[config.mk]
export PLATFORM = sky130hd
export DESIGN_NAME = key_sw_device_flat
export DESIGN_NICKNAME = d
export VERILOG_FILES = /design/src/rtl/key_sw_device_if.sv /design/src/rtl/key_sw_device.sv /design/src/flat_wrapper.sv
export SDC_FILE = /design/constraint.sdc
export NUM_CORES = 1
export LEC_CHECK = 0
export ABC_AREA = 1
export CAP_MARGIN = 30
export CORE_MARGIN = 5
export CORE_UTILIZATION = 40
export DETAILED_ROUTE_END_ITERATION = 10
export PLACE_DENSITY = 0.77
export SLEW_MARGIN = 30
export SYNTH_ARGS = -nofsm -noshare
export SYNTH_HDL_FRONTEND = slang
export SYNTH_SLANG_ARGS = --single-unit
[constraint.sdc]
create_clock -name clk -period 1.7 [get_ports clk]
set_input_delay 0.425 -clock clk [delete_from_list [all_inputs] [get_ports clk]]
set_output_delay 0.425 -clock clk [all_outputs]
set_load 0.02 [all_outputs]
[src/rtl/key_sw_device_if.sv]
// Data-bus view of key_sw_device: CPU load/store strobes, address, store data,
// and the combinational read-data/hit return path.
interface key_sw_device_if #(
    parameter int DBITS = 32
);
    logic [DBITS-1:0] addr;
    logic             rd_en;
    logic             wrt_en;
    logic [DBITS-1:0] data_in;
    logic [DBITS-1:0] data_out;
    logic             hit;

    modport master (
        output addr, rd_en, wrt_en, data_in,
        input  data_out, hit
    );

    modport slave (
        input  addr, rd_en, wrt_en, data_in,
        output data_out, hit
    );
endinterface

[src/rtl/key_sw_device.sv]
// Memory-mapped KEY/SW responder: synchronizes and debounces both input banks
// and exposes debounced state plus sticky ready/overrun status to CPU loads.

module key_sw_debounce #(
    parameter int W               = 4,
    parameter int DEBOUNCE_CYCLES = 100000
) (
    input  logic         clk,
    input  logic         reset,
    input  logic [W-1:0] raw,
    output logic [W-1:0] stable,
    output logic         evt
);
    localparam int            CW      = $clog2(DEBOUNCE_CYCLES);
    localparam logic [CW-1:0] CNT_MAX = CW'(DEBOUNCE_CYCLES - 1);

    logic [W-1:0]  sync1;
    logic [W-1:0]  sync2;
    logic [W-1:0]  sync2_d;
    logic [CW-1:0] cnt;

    // Acceptance is combinational so stable and the status bits move on the same edge.
    assign evt = (sync2 == sync2_d) && (sync2 != stable) && (cnt == CNT_MAX);

    // NOTE: non-blocking assignments keep every flop sampling pre-edge values,
    // which is what makes the synchronizer chain and counter rules order-independent.
    always_ff @(posedge clk) begin
        if (reset) begin
            sync1   <= '0;
            sync2   <= '0;
            sync2_d <= '0;
            stable  <= '0;
            cnt     <= '0;
        end else begin
            sync1   <= raw;
            sync2   <= sync1;
            sync2_d <= sync2;
            if (sync2 != sync2_d) begin
                cnt <= '0;
            end else if (sync2 == stable) begin
                cnt <= '0;
            end else if (cnt == CNT_MAX) begin
                stable <= sync2;
                cnt    <= '0;
            end else begin
                cnt <= cnt + CW'(1);
            end
        end
    end
endmodule

module key_sw_device #(
    parameter int               DBITS           = 32,
    parameter logic [DBITS-1:0] ADDR_KDATA      = 32'hF0000010,
    parameter logic [DBITS-1:0] ADDR_SDATA      = 32'hF0000014,
    parameter logic [DBITS-1:0] ADDR_KCTRL      = 32'hF0000110,
    parameter logic [DBITS-1:0] ADDR_SCTRL      = 32'hF0000114,
    parameter int               DEBOUNCE_CYCLES = 100000
) (
    input  logic                  clk,
    input  logic                  reset,
    key_sw_device_if.slave        bus,
    input  logic [3:0]            KEY,
    input  logic [9:0]            SW
);
    logic [3:0] key_stable;
    logic [9:0] sw_stable;
    logic       key_evt;
    logic       sw_evt;
    logic       key_ready, key_overrun;
    logic       sw_ready, sw_overrun;

    key_sw_debounce #(.W(4), .DEBOUNCE_CYCLES(DEBOUNCE_CYCLES)) u_key_db (
        .clk    (clk),
        .reset  (reset),
        .raw    (~KEY),
        .stable (key_stable),
        .evt    (key_evt)
    );

    key_sw_debounce #(.W(10), .DEBOUNCE_CYCLES(DEBOUNCE_CYCLES)) u_sw_db (
        .clk    (clk),
        .reset  (reset),
        .raw    (SW),
        .stable (sw_stable),
        .evt    (sw_evt)
    );

    logic sel_kdata, sel_sdata, sel_kctrl, sel_sctrl;
    assign sel_kdata = (bus.addr == ADDR_KDATA);
    assign sel_sdata = (bus.addr == ADDR_SDATA);
    assign sel_kctrl = (bus.addr == ADDR_KCTRL);
    assign sel_sctrl = (bus.addr == ADDR_SCTRL);
    assign bus.hit   = sel_kdata | sel_sdata | sel_kctrl | sel_sctrl;

    // Only bit 2 of store data is meaningful (overrun clear).
    logic unused_data_bits;
    assign unused_data_bits = ^{bus.data_in[DBITS-1:3], bus.data_in[1:0]};

    logic key_rd, sw_rd, key_clr, sw_clr;
    assign key_rd  = bus.rd_en && sel_kdata;
    assign sw_rd   = bus.rd_en && sel_sdata;
    assign key_clr = bus.wrt_en && sel_kctrl && !bus.data_in[2];
    assign sw_clr  = bus.wrt_en && sel_sctrl && !bus.data_in[2];

    // A change event beats a same-cycle data read (new data wins, no overrun)
    // and beats a same-cycle overrun clear (event wins).
    always_ff @(posedge clk) begin
        if (reset) begin
            key_ready   <= 1'b0;
            key_overrun <= 1'b0;
            sw_ready    <= 1'b0;
            sw_overrun  <= 1'b0;
        end else begin
            key_ready   <= key_evt | (key_ready & ~key_rd);
            key_overrun <= (key_evt & key_ready & ~key_rd) | (key_overrun & ~key_clr);
            sw_ready    <= sw_evt | (sw_ready & ~sw_rd);
            sw_overrun  <= (sw_evt & sw_ready & ~sw_rd) | (sw_overrun & ~sw_clr);
        end
    end

    // NOTE: data_out gets a default first so the unmatched-address path
    // cannot infer a latch.
    always_comb begin
        bus.data_out = '0;
        if (sel_kdata)      bus.data_out = DBITS'(key_stable);
        else if (sel_sdata) bus.data_out = DBITS'(sw_stable);
        else if (sel_kctrl) bus.data_out = DBITS'({key_overrun, 1'b0, key_ready});
        else if (sel_sctrl) bus.data_out = DBITS'({sw_overrun, 1'b0, sw_ready});
    end
endmodule

[src/flat_wrapper.sv]
// flat-port wrapper written by rule: the top's interface ports become plain ports
module key_sw_device_flat 
#(
    parameter int               DBITS           = 32,
    parameter logic [DBITS-1:0] ADDR_KDATA      = 32'hF0000010,
    parameter logic [DBITS-1:0] ADDR_SDATA      = 32'hF0000014,
    parameter logic [DBITS-1:0] ADDR_KCTRL      = 32'hF0000110,
    parameter logic [DBITS-1:0] ADDR_SCTRL      = 32'hF0000114,
    parameter int               DEBOUNCE_CYCLES = 100000
)
  (clk, reset, KEY, SW, bus_addr, bus_rd_en, bus_wrt_en, bus_data_in, bus_data_out, bus_hit);
  key_sw_device_if #(.DBITS(DBITS)) bus_i ();
  input  logic clk;
  input  logic reset;
  input  logic [3:0] KEY;
  input  logic [9:0] SW;
  input wire logic [$bits(bus_i.addr)-1:0] bus_addr;
  input wire logic [$bits(bus_i.rd_en)-1:0] bus_rd_en;
  input wire logic [$bits(bus_i.wrt_en)-1:0] bus_wrt_en;
  input wire logic [$bits(bus_i.data_in)-1:0] bus_data_in;
  output wire logic [$bits(bus_i.data_out)-1:0] bus_data_out;
  output wire logic [$bits(bus_i.hit)-1:0] bus_hit;
  assign bus_i.addr = bus_addr;
  assign bus_i.rd_en = bus_rd_en;
  assign bus_i.wrt_en = bus_wrt_en;
  assign bus_i.data_in = bus_data_in;
  assign bus_data_out = bus_i.data_out;
  assign bus_hit = bus_i.hit;
  key_sw_device #(.DBITS(DBITS), .ADDR_KDATA(ADDR_KDATA), .ADDR_SDATA(ADDR_SDATA), .ADDR_KCTRL(ADDR_KCTRL), .ADDR_SCTRL(ADDR_SCTRL), .DEBOUNCE_CYCLES(DEBOUNCE_CYCLES)) u_core (.clk(clk), .reset(reset), .bus(bus_i), .KEY(KEY), .SW(SW));
endmodule
==> results.py, run 1 <==
metrics = {
    "status": {
        "outcome": "finished with violations",
        "violations": "negative setup slack",
    },
    "route": {
        "drtIter0Drc": 127,
        "route.met2.wl_mm": 4.950,
        "drc": 0,
        "routed_wl_mm": 9.810,
        "highest_layer": "met4",
        "wl_per_cell_um": 11.03,
        "dr.pass1.iters": 4,
        "met1_length_mm": 4.311,
        "drtAntennaViolNets": 0,
        "vias": 3994,
        "wl_met3_um": 410,
        "vias_per_cell": 4.493,
    },
    "clocking": {
        "path_clk_slew_ns": 0.10,
        "cts-root-buf": "clkbuf_8",
        "cts_tree": "built",
        "cts_buffer_depth": 2,
        "cts_max_level": 3,
        "clock_sinks": 94,
        "cts_buffers": 9,
        "clk_latency_ns": 0.36,
    },
    "sta": {
        "slew_violations": 0,
        "hold_ws_ns": 0.4010,
        "fmax_ghz": 0.4816,
        "fin_ws_ns": -0.3764,
        "finalCritPeriodShare": 1.221,
        "setup-violations-final": 15,
        "setup_tns_ns": -4.272,
        "hold_viol": 0,
        "rsz0062_at_grt": "yes",
        "finClkSkew_ns": 0.01186,
        "finalCriticalPeriod_ns": 2.076,
    },
    "final_layout": {
        "fillCellCount": 986,
        "area_growth_pct": 35.42,
        "multi_input_area_mm2": 0.002313,
        "register_area_mm2": 0.001896,
        "final_util": 0.5496,
        "drive_gt1_frac": 0.2377,
        "diodes": 0,
        "fin_nets": 828,
    },
    "yosys": {
        "ys_seq_area_frac": 0.4296,
        "synth-async-reset-ratio": 0,
        "synthTopCellsByCount": "nor2_1, nand2_1, dfxtp_1",
        "synth_ff_type": "dfxtp_1",
        "synth_area_leaders": "dfxtp_1, nor2_1, nand2_1, inv_1, nand3_1",
        "syn_area_mm2": 0.004380,
        "synth-edff-count": 0,
        "yosysWarningCount": 0,
        "netlist_instances": 639,
        "avgSynthCellArea_um2": 6.855,
        "ys_types": 31,
        "synth_most_common_cell": "nor2_1",
        "ys_ff_latch": 94,
        "yosys.area.top_type_share": 0.4296,
        "yosysTopAreaCell": "dfxtp_1",
    },
    "global_routing": {
        "grt_pass1_wl_mm": 15.16,
        "grt.overflow.total": 0,
        "grt_pass1_vias": 3511,
        "grt_max_degree": 47,
        "track_usage": 0.1410,
        "antenna_found_initial": 0,
    },
    "worst_setup_path": {
        "crit_path_start_kind": "input port",
        "path_class": "input port to primary output",
        "slowest_delay_ns": 0.20,
        "crit_chain": "buf_2, nor2_2, nand2_1, nor2_4, nand2_4, nor2_4, buf_4, nand3_1, o21ai_4, buf_6",
        "cp_common_cell": "nor2_4",
        "worstPathRequired_ns": 1.27,
        "crit_slowest_cell": "nor2_4",
        "end_kind": "primary output",
        "crit_fanout": 6,
        "path_buf_inv": 3,
        "arrival_ns": 1.65,
        "crit_family": "simple AND/OR/NAND/NOR gates",
    },
    "floorplan": {
        "die_y_um": 114.6,
        "start_util": 0.4059,
        "rows": 38,
        "die_area_mm2": 0.01314,
        "core_region_area_mm2": 0.01079,
        "ios": 115,
        "die_w_um": 114.6,
    },
    "placed_design": {
        "post-place-ws_ns": -1.209,
        "io_buffers": 61,
        "gp_congestion": 0.7928,
        "post-dp-hpwl_mm": 6.532,
    },
    "job": {
        "drv_cap": 0,
    },
    "worst_hold_path": {
        "hold_path_class": "register to register",
    },
    "power": {
        "peakVddDrop_mv": 0.4529,
        "p_leak_uw": 0.002466,
        "p_per_area_mw_per_mm2": 682.2,
    },
}
==> kinds of logic after synthesis <==
logic type      Yosys count  synth area share
compound gates           28           0.03428
fa+ha+maj                 2          0.005712
buf+inv                 130            0.1325
flops                    94            0.4296
simple gates            357            0.3430
other cells               1         0.0008561
xor+xnor                 27           0.05399
==> worst reg2reg max path: cells and delay by family (launching register included) <==
| family | cells | cell delay [ns] |
|---|---|---|
| adder cells (fa/ha/maj) | 1 | 0.14 |
| AND/OR/NAND/NOR | 8 | 0.81 |
| flip-flops | 1 | 0.38 |
| buffers and inverters | 2 | 0.23 |
==> per-stage QoR <==
stage          cells  cell area [um^2]  total power (uW)
2_1_floorplan    660              4593              2547
3_3_place_gp     848              5316              2669
3_5_place_dp     848              5316              2675
4_1_cts          879              5684              4074
5_1_grt          889              5932              4225
6_report         889              5932              4047
==> sequential cells by signal, indices dropped and copies added (netlist names) <==
signal / flops
u_core.key_overrun: 1
u_core.key_ready: 1
u_core.sw_overrun: 1
u_core.sw_ready: 1
u_core.u_key_db.cnt: 17
u_core.u_key_db.stable: 4
u_core.u_key_db.sync1: 4
u_core.u_key_db.sync2: 4
u_core.u_key_db.sync2_d: 4
u_core.u_sw_db.cnt: 17
u_core.u_sw_db.stable: 10
u_core.u_sw_db.sync1: 10
u_core.u_sw_db.sync2: 10
u_core.u_sw_db.sync2_d: 10
==> metal layers <==
metal  vias up  track usage
li1       2115            -
met1      1791       0.1731
met2        78       0.2449
met3        10      0.03488
met4         0      0.03880
met5         -            0
==> final cells by class <==
class | count | area share
clock inverters | 7 | 0.01076
multi-input cells | 438 | 0.3900
repair buffers | 103 | 0.1671
well taps | 140 | 0.02953
inverters | 98 | 0.06222
flip-flops and latches | 94 | 0.3196
clock buffers | 9 | 0.02088
==> report_power, final <==
part | internal (uW) | switching, uW | total, uW | leakage, uW
clock network | 565 | 834 | 1400 | 0.0000903
registers | 2240 | 27.2 | 2270 | 0.000768
logic | 172 | 204 | 376 | 0.00161
==> path summary, 6_finish.rpt <==
kind	from	slack [ns]	depth (start not counted)	to
max	bus_addr[21]	-0.38	10	bus_data_out[3]
min	u_core.u_sw_db.sync1[8]$_SDFF_PP0_	0.40	2	u_core.u_sw_db.sync2[8]$_SDFF_PP0_
max reg2reg	u_core.u_sw_db.cnt[0]$_SDFF_PP0_	0.08	11	u_core.sw_overrun$_SDFF_PP0_
min reg2reg	u_core.u_sw_db.sync1[8]$_SDFF_PP0_	0.40	2	u_core.u_sw_db.sync2[8]$_SDFF_PP0_
==> repair_timing <==
action	in CTS	in global routing
hold buffers	0	0
setup endpoints to repair	15	48
pin swaps	35	28
resized for setup	198	56
cloned	1	2
setup buffers	15	12
==> cells in the final DEF, fill, tap and decap left out, types with 3 or more instances in the layout <==
cell type	n
a21oi_1	15
o21ai_0	6
nand3_1	30
nor2_4	15
xor2_1	9
buf_6	34
buf_12	3
clkdlybuf4s50_1	17
nor2_2	15
buf_2	9
or2_2	6
nor3_1	16
inv_1	88
nand2_2	9
nor2_1	123
nand3_2	9
a21oi_2	3
buf_4	28
conb_1	22
xnor2_1	18
clkdlybuf4s15_1	10
nand2_1	112
inv_2	9
nand4_1	10
dfxtp_2	8
dfxtp_1	85
clkbuf_8	9
No activity file was read; power rests on OpenSTA's default activity.
==> run 2: changes to the inputs <==
RECOVER_POWER = 25   (was default)
SKIP_LAST_GASP = 1   (was default)
==> results.py, run 2 (synthesis gave the netlist of run 1 again) <==
metrics = {
    "final_layout": {
        "top_regs": "u_core.u_key_db.cnt x17, u_core.u_sw_db.cnt x17",
        "fin_nets": 825,
        "multi_input_area_mm2": 0.002298,
        "drive_gt1_frac": 0.2373,
        "mostFrequentLayoutCell": "nor2_1",
        "register_area_mm2": 0.001897,
        "fillCellCount": 1009,
        "final_util": 0.5420,
        "diodes": 0,
        "area_growth_pct": 33.53,
        "final_cell_mix": "nor2_1, nand2_1, inv_1, dfxtp_1, buf_4",
    },
    "floorplan": {
        "start_util": 0.4059,
        "rows": 38,
        "core_region_area_mm2": 0.01079,
        "die_w_um": 114.6,
        "ios": 115,
        "die_area_mm2": 0.01314,
        "die_y_um": 114.6,
    },
    "route": {
        "vias": 3993,
        "drtIter0Drc": 159,
        "drtAntennaViolNets": 0,
        "vias_per_cell": 4.507,
        "wl_per_cell_um": 10.79,
        "routed_wl_mm": 9.561,
        "drc": 0,
        "dr.pass1.iters": 4,
    },
    "placed_design": {
        "gp_congestion": 0.7928,
        "io_buffers": 61,
        "post-dp-hpwl_mm": 6.532,
        "post-place-ws_ns": -1.209,
    },
    "power": {
        "fin_total_pwr_uw": 4049,
        "switching_share": 0.2640,
        "power_frac_comb": 0.092,
        "pwr-share-seq": 0.561,
        "p_per_area_mw_per_mm2": 692.2,
        "p_leak_uw": 0.002454,
        "p_sw_uw": 1069,
        "p_int_uw": 2980,
        "peakVddDrop_mv": 0.4530,
        "clkPwrFrac": 0.347,
    },
    "sta": {
        "slew_violations": 0,
        "fin_ws_ns": -0.3754,
        "finalCritPeriodShare": 1.221,
        "timing.slew.headroom": 0.3817,
        "hold_ws_ns": 0.4010,
        "setup-violations-final": 15,
        "fmax_ghz": 0.4818,
        "finClkSkew_ns": 0.01284,
        "rsz0062_at_grt": "yes",
        "finalCriticalPeriod_ns": 2.075,
        "hold_viol": 0,
        "worstMarginPinSlew_ns": 0.9275,
    },
    "worst_hold_path": {
        "holdCritStartpoint": "u_core.u_sw_db.sync1[8]$_SDFF_PP0_",
        "hold_path_class": "register to register",
        "hold_depth": 2,
        "min_to": "u_core.u_sw_db.sync2[8]$_SDFF_PP0_",
    },
    "worst_setup_path": {
        "slowest_delay_ns": 0.15,
        "r2r_setup_slack_ns": 0.08,
        "arrival_ns": 1.65,
        "worstSetupStartpoint": "bus_addr[22]",
        "crit_fanout": 4,
        "path_class": "input port to primary output",
        "path_buf_inv": 3,
        "end_kind": "primary output",
        "worstPathRequired_ns": 1.27,
        "crit_family": "simple AND/OR/NAND/NOR gates",
        "reg2reg_depth": 11,
        "rr_endpoint": "u_core.sw_overrun$_SDFF_PP0_",
        "r2r-start": "u_core.u_sw_db.cnt[0]$_SDFF_PP0_",
        "crit_slowest_cell": "nor2_4",
        "crit_path_start_kind": "input port",
        "crit_chain": "buf_6, nor2_2, nand2_1, nor2_4, nand2_4, nor2_4, buf_4, nand2_4, nand4_1, buf_6",
    },
    "clocking": {
        "clock_sinks": 94,
        "cts_buffer_depth": 2,
        "cts-root-buf": "clkbuf_8",
        "path_clk_slew_ns": 0.10,
        "cts_buffers": 9,
        "cts_max_level": 3,
        "clk_latency_ns": 0.36,
        "cts_tree": "built",
        "cts_hold_buffers": 0,
    },
    "global_routing": {
        "antenna_found_initial": 0,
        "grt_max_degree": 47,
        "track_usage": 0.1401,
        "grt_pass1_vias": 3528,
        "grt_pass1_wl_mm": 15.06,
        "grt.overflow.total": 0,
    },
    "status": {
        "violations": "negative setup slack",
        "outcome": "finished with violations",
    },
    "job": {
        "drv_cap": 0,
    },
}
[run 2: worst min-delay path, stage by stage, from the launching register on]
cell and delay [ns]:
dfxtp_1 0.31, inv_1 0.04, nor2_1 0.03
[run 2: power by group through the flow]
stage | Clock (uW) | Sequential [uW] | Combinational, uW
2_1_floorplan | 0 | 2320 | 231
3_3_place_gp | 0 | 2320 | 348
3_5_place_dp | 0 | 2320 | 353
4_1_cts | 1450 | 2270 | 354
5_1_grt | 1530 | 2280 | 413
6_report | 1400 | 2270 | 374
[run 2: stage by stage]
step,cells,setup TNS (ns),instance area (um^2)
3_3_place_gp,848,-13.42,5316
3_5_place_dp,848,-13.65,5316
5_1_grt,886,-5.249,5849
2_1_floorplan,660,-0.2071,4593
6_report,886,-4.075,5849
4_1_cts,879,-3.494,5673
[run 2: final cells by class]
class                      count  share of cell area
sequential                    94              0.3243
tap                          140             0.02995
clock buffer                   9             0.02118
timing repair buffer         100              0.1576
clock inverter                 7             0.01091
multi-input combinational    438              0.3929
inverter                      98             0.06310
[run 2: routing by layer]
layer / global-route usage / wire length (um)
met5: 0 / 0
met4: 0.04513 / 114
met1: 0.1698 / 4206
met3: 0.03541 / 432
met2: 0.2421 / 4807
[run 2: how the worst max path moves through the flow]
stage / to / slack (ns) / cells past startpoint
final: bus_hit / -0.38 / 10
after global routing: bus_data_out[0] / -0.44 / 12
after CTS: bus_data_out[3] / -0.32 / 9
after detailed placement: bus_data_out[2] / -1.21 / 12
after global placement: bus_hit / -1.19 / 10
after floorplan: bus_hit / -0.05 / 7
[run 2: repair_timing]
action | in CTS | in global routing
endpoints found under the hold margin | 0 | 0
setup buffers | 15 | 5
pin swaps | 35 | 21
endpoints found under the setup margin | 15 | 48
gates resized for setup | 195 | 52
cloned | 1 | 2
